**src/rtl/onehot_decoder.sv**
```systemverilog
// onehot_decoder: buffered 4-bit code to 16-bit one-hot decoder.
//
// Codes arrive on a valid/ready input stream. Each code is decoded when it is
// loaded into the output register: 0 -> 16'h0000, k -> 16'h0001 << (k-1).
// A FIFO of DEPTH raw codes sits in front of the output register. The FIFO
// absorbs downstream backpressure, so total capacity is DEPTH+1 codes.
//
// Ports:
//   clk        - clock, rising edge
//   rst_n      - asynchronous active-low reset
//   in_valid   - in_code is presented
//   in_ready   - a code can be accepted (FIFO count < DEPTH)
//   in_code    - 4-bit code to decode
//   out_valid  - out_onehot / out_zero hold a decoded word
//   out_ready  - downstream accepts the word
//   out_onehot - decoded one-hot word (bit 15 never set)
//   out_zero   - decoded code was 0
//   zero_cnt   - saturating count of zero words delivered downstream
module onehot_decoder #(
    parameter int unsigned DEPTH = 4
) (
    input  logic        clk,
    input  logic        rst_n,
    input  logic        in_valid,
    output logic        in_ready,
    input  logic [3:0]  in_code,
    output logic        out_valid,
    input  logic        out_ready,
    output logic [15:0] out_onehot,
    output logic        out_zero,
    output logic [7:0]  zero_cnt
);
    localparam int unsigned PW = (DEPTH > 1) ? $clog2(DEPTH) : 1;
    localparam int unsigned CW = PW + 1;

    function automatic logic [15:0] decode(input logic [3:0] code);
        logic [15:0] word;
        word = '0;
        if (code != 4'd0) begin
            word = 16'h0001 << (code - 4'd1);
        end
        return word;
    endfunction

    logic [3:0]    mem_q [DEPTH];
    logic [PW-1:0] wr_ptr_q, wr_ptr_d;
    logic [PW-1:0] rd_ptr_q, rd_ptr_d;
    logic [CW-1:0] count_q, count_d;
    logic          out_valid_q, out_valid_d;
    logic [15:0]   out_onehot_q, out_onehot_d;
    logic          out_zero_q, out_zero_d;
    logic [7:0]    zero_cnt_q, zero_cnt_d;

    logic          accept, deliver, out_free, fifo_empty;
    logic          push, pop, load;
    logic [3:0]    load_code;

    // Registered count only, so no combinational path from out_ready.
    assign in_ready   = (count_q < CW'(DEPTH));
    assign accept     = in_valid && in_ready;
    assign deliver    = out_valid_q && out_ready;
    assign out_free   = !out_valid_q || deliver;
    assign fifo_empty = (count_q == '0);

    always_comb begin
        pop       = out_free && !fifo_empty;
        // Bypass only when the FIFO is empty and the output register frees up.
        push      = accept && !(out_free && fifo_empty);
        load      = pop || (out_free && fifo_empty && accept);
        load_code = pop ? mem_q[rd_ptr_q] : in_code;

        wr_ptr_d = push ? wr_ptr_q + PW'(1) : wr_ptr_q;
        rd_ptr_d = pop ? rd_ptr_q + PW'(1) : rd_ptr_q;

        count_d = count_q;
        if (push && !pop) begin
            count_d = count_q + CW'(1);
        end else if (pop && !push) begin
            count_d = count_q - CW'(1);
        end

        out_valid_d  = out_valid_q;
        out_onehot_d = out_onehot_q;
        out_zero_d   = out_zero_q;
        if (load) begin
            out_valid_d  = 1'b1;
            out_onehot_d = decode(load_code);
            out_zero_d   = (load_code == 4'd0);
        end else if (deliver) begin
            out_valid_d = 1'b0;
        end

        zero_cnt_d = zero_cnt_q;
        if (deliver && out_zero_q && (zero_cnt_q != 8'hFF)) begin
            zero_cnt_d = zero_cnt_q + 8'd1;
        end
    end

    always_ff @(posedge clk or negedge rst_n) begin
        if (!rst_n) begin
            wr_ptr_q     <= '0;
            rd_ptr_q     <= '0;
            count_q      <= '0;
            out_valid_q  <= 1'b0;
            out_onehot_q <= '0;
            out_zero_q   <= 1'b0;
            zero_cnt_q   <= '0;
        end else begin
            wr_ptr_q     <= wr_ptr_d;
            rd_ptr_q     <= rd_ptr_d;
            count_q      <= count_d;
            out_valid_q  <= out_valid_d;
            out_onehot_q <= out_onehot_d;
            out_zero_q   <= out_zero_d;
            zero_cnt_q   <= zero_cnt_d;
        end
    end

    // Storage needs no reset: entries are only read while count says valid.
    always_ff @(posedge clk) begin
        if (push) begin
            mem_q[wr_ptr_q] <= in_code;
        end
    end

    assign out_valid  = out_valid_q;
    assign out_onehot = out_onehot_q;
    assign out_zero   = out_zero_q;
    assign zero_cnt   = zero_cnt_q;

endmodule

```
**config.mk**
```make
export PLATFORM = sky130hd
export DESIGN_NAME = onehot_decoder
export DESIGN_NICKNAME = d
export VERILOG_FILES = /design/src/rtl/onehot_decoder.sv
export SDC_FILE = /design/constraint.sdc
export NUM_CORES = 1
export LEC_CHECK = 0
export CORE_AREA = 2 2 86 88
export CTS_CLUSTER_DIAMETER = 100
export DETAILED_ROUTE_END_ITERATION = 16
export DIE_AREA = 0 0 88 90
export GPL_TIMING_DRIVEN = 1
export MAX_ROUTING_LAYER = met4
export PLACE_DENSITY = 0.56
export SYNTH_ARGS = -nofsm -noshare
export SYNTH_HDL_FRONTEND = slang
export SYNTH_SLANG_ARGS = --single-unit
export TNS_END_PERCENT = 20
```
**constraint.sdc**
```tcl
create_clock -name clk -period 2.6 [get_ports clk]
set_clock_uncertainty 0.2 [all_clocks]
set_input_delay 0.65 -clock clk [delete_from_list [all_inputs] [get_ports clk]]
set_output_delay 0.65 -clock clk [all_outputs]
set_load 0.05 [all_outputs]
```
==> metrics <==
Syn Std Cell Area=2165 um2; yosys warns=0; sequential element share of the synthesized area=0.6035; crit path DAT=1.66 ns; vias in the first global route=about 1,400; share of power burned in registers=0.384; Synth cell types=35; ANT cells=0; fmax=397.8 MHz; Placed Instances=294; Final #Nets=about 220; RSZ-0062 raised after global routing=no; Core ar.=7020 um2; Clock Tree Buf Depth=2; pin count of the biggest net entering global routing=34; synth cell count leaders=dfrtp_1 (33), a22o_1 (16), edfxtp_1 (16); post-route ant nets=0; Critical Path End Type=output pin; number of synthesized flops with an enable pin=16; met2 GRT Util=0.1648; Worst VDD drop=between 200 and 300 uV; die area=approximately 7900 um2; Logic pwr share=0.441; Yosys top cell area share=0.3815; met1 usage=0.1571; root buffer cell=clkbuf_8; IO Port Bufs=34; cell taking the most area after synthesis=dfrtp_1; Sw Ratio=0.3972; leakage power=1.149 nW; DR iter-0 viols=41; dpl hpwl=approximately 3 mm; Seq cells post-synth=49; Slew @ Worst Pin=roughly 0.68 ns; Tot GR Track Use=0.1149; Pint=around 1.8 mW; Crit Path Class=reg2out; first-pass GRT wire length=6.948 mm; # clock sinks=49; Layout area overhead=29.65%; clock-pin slew on the worst setup and hold paths=0.09 ns; htree depth=2; max-slew headroom at the worst pin=0.5477; Synth async-reset ratio=0.6735; HP Class=reg2reg; Die Height=90 um; worst slack, placed=-0.2242 ns; wire length per cell=13.44 um; net switching power=between 1 and 1.5 mW; busiest layer in global routing=met2; largest fanout on the critical path=3; fin crit period=2.514 ns; Post-Route WL=4.071 mm; max-slew violations=0; count of final hold-check violations=0; Layout fillers=669; DR vias/cell=between 4 and 5; dominant synthesized flop cell=dfrtp_1; count leader, synth=dfrtp_1; clock share of power=0.175; CTS tree=yes; clk_lat worst skew=0.30 ns; syn_nets=169; synth top area cells=dfrtp_1 (38%), edfxtp_1 (22%), a22o_1 (6.5%); DR DRC count=0; io pins=35; status=finished clean; DRT Pass-1 Iters=4; initial core utilization=0.3083; Mapped Cells=approximately 150; Power Density=1064 nW/um2; setup violators final=0; site row count=31; CP Launch Type=flip-flop; Final period util=0.9668; syn_area_per_cell=14.06 um2; Setup WS post-layout=0.08621 ns; Finished Layout Cells=303; gr ovfl total=0; Worst EP required=1.75 ns; Vias=1,370; TNS Setup=0 ns; met3 Resource Use GR=0.03398; Max Cap Viol=0; gpl congestion=between 0.7 and 0.8; cts bufs inserted=5; initial antenna violation count=0; layout cell share with drive strength beyond 1=0.1569; Die Wd=about 88 um
-- state kept, by name, summed over array words and instances, names as in the netlist --
register and count:
rd_ptr_q 2, out_valid 1, wr_ptr_q 2, out_zero 1, mem_q 16, out_onehot 16, zero_cnt 8, count_q 3
-- path summary, 6_finish.rpt --
path / to / start / slack, ns / cells after the start
setup / recovery: in_ready / count_q[2] / 0.09 / 2
hold / removal: out_onehot[15] / out_onehot[15] / 0.29 / 1
setup reg to reg: count_q[2] / count_q[0] / 0.29 / 9
hold reg to reg: out_onehot[15] / out_onehot[15] / 0.29 / 1
max in group asynchronous: count_q[0] / rst_n / 1.35 / 2
min in group asynchronous: zero_cnt[3] / rst_n / 0.54 / 2
-- metrics by stage --
stage / instance area (um2) / power, mW / hold WS, ns / utilization
after detailed placement: 2685 / 2.497 / 0.2772 / 0.3825
after floorplan: 2165 / 2.071 / 0.1544 / -
final: 2806 / 2.987 / 0.2876 / 0.3998
after global placement: 2685 / 2.474 / 0.2728 / 0.3825
after CTS: 2796 / 3.017 / 0.2974 / 0.3983
after global routing: 2806 / 3.170 / 0.3208 / 0.3998
-- layer usage --
metal | up-vias | share of wire
met4 | 0 | 0.013
met3 | 6 | 0.047
met5 | - | 0
met1 | 667 | 0.48
li1 | 669 | -
met2 | 28 | 0.45
-- cell usage in the layout (no fill, tap or decap) --
cell type,instances
buf_4,11
xnor2_1,6
nand2b_1,3
inv_1,8
o31ai_4,1
o31ai_2,1
mux4_2,3
clkdlybuf4s50_1,34
or4_1,1
mux4_1,1
nor2_1,4
o2111ai_1,1
o21ai_2,3
nor2b_2,1
nor3_2,1
or4_4,1
or4b_1,2
or3_1,2
nand4_1,3
xor2_1,7
a22o_1,16
clkbuf_16,1
clkbuf_8,6
fa_1,1
o2bb2ai_1,1
o21ai_1,3
and2_1,5
dfrtp_1,33
o311a_1,1
nand2_1,7
ha_1,6
nand3_2,1
clkbuf_1,1
edfxtp_1,16
nor3_1,5
nand3_1,4
mux2_2,2
o32ai_1,1
-- cell families after synthesis --
| family | Yosys count | share of synthesized area |
|---|---|---|
| DFF | 49 | 0.6035 |
| muxes | 6 | 0.05376 |
| AOI/OAI and AO/OA | 28 | 0.1162 |
| adders and majority gates | 7 | 0.04393 |
| buffers and inverters | 11 | 0.02254 |
| and+or+nand+nor | 40 | 0.1075 |
| xor gates and xnor gates | 13 | 0.05260 |
-- cell type report --
cell class                 count  area, um2  share of cell area
sequential                    49       1306              0.4654
multi-input combinational     94      812.0              0.2893
timing repair buffer          45      422.9              0.1507
tap                           99      123.9             0.04414
clock buffer                   8      111.4             0.03968
inverter                       8      30.03             0.01070
-- power by group through the flow --
stage                     Sequential [mW]  Combinational, mW  Clock (mW)
after detailed placement             1.17               1.33           0
after CTS                            1.15               1.33       0.530
after floorplan                      1.46              0.614           0
final                                1.15               1.32       0.521
after global routing                 1.18               1.42       0.565
after global placement               1.17               1.31           0
-- worst max-delay path, cell delays in order, from the launching register on --
cell and delay (ns):
dfrtp_1 0.41, inv_1 0.13, clkdlybuf4s50_1 0.82
-- timing repair --
action,CTS,global route
setup buffers,0,1
resized for setup,0,1
endpoints found under the setup margin,0,1
hold buffers,0,0
Note: power is estimated with default switching activity, not from simulation.
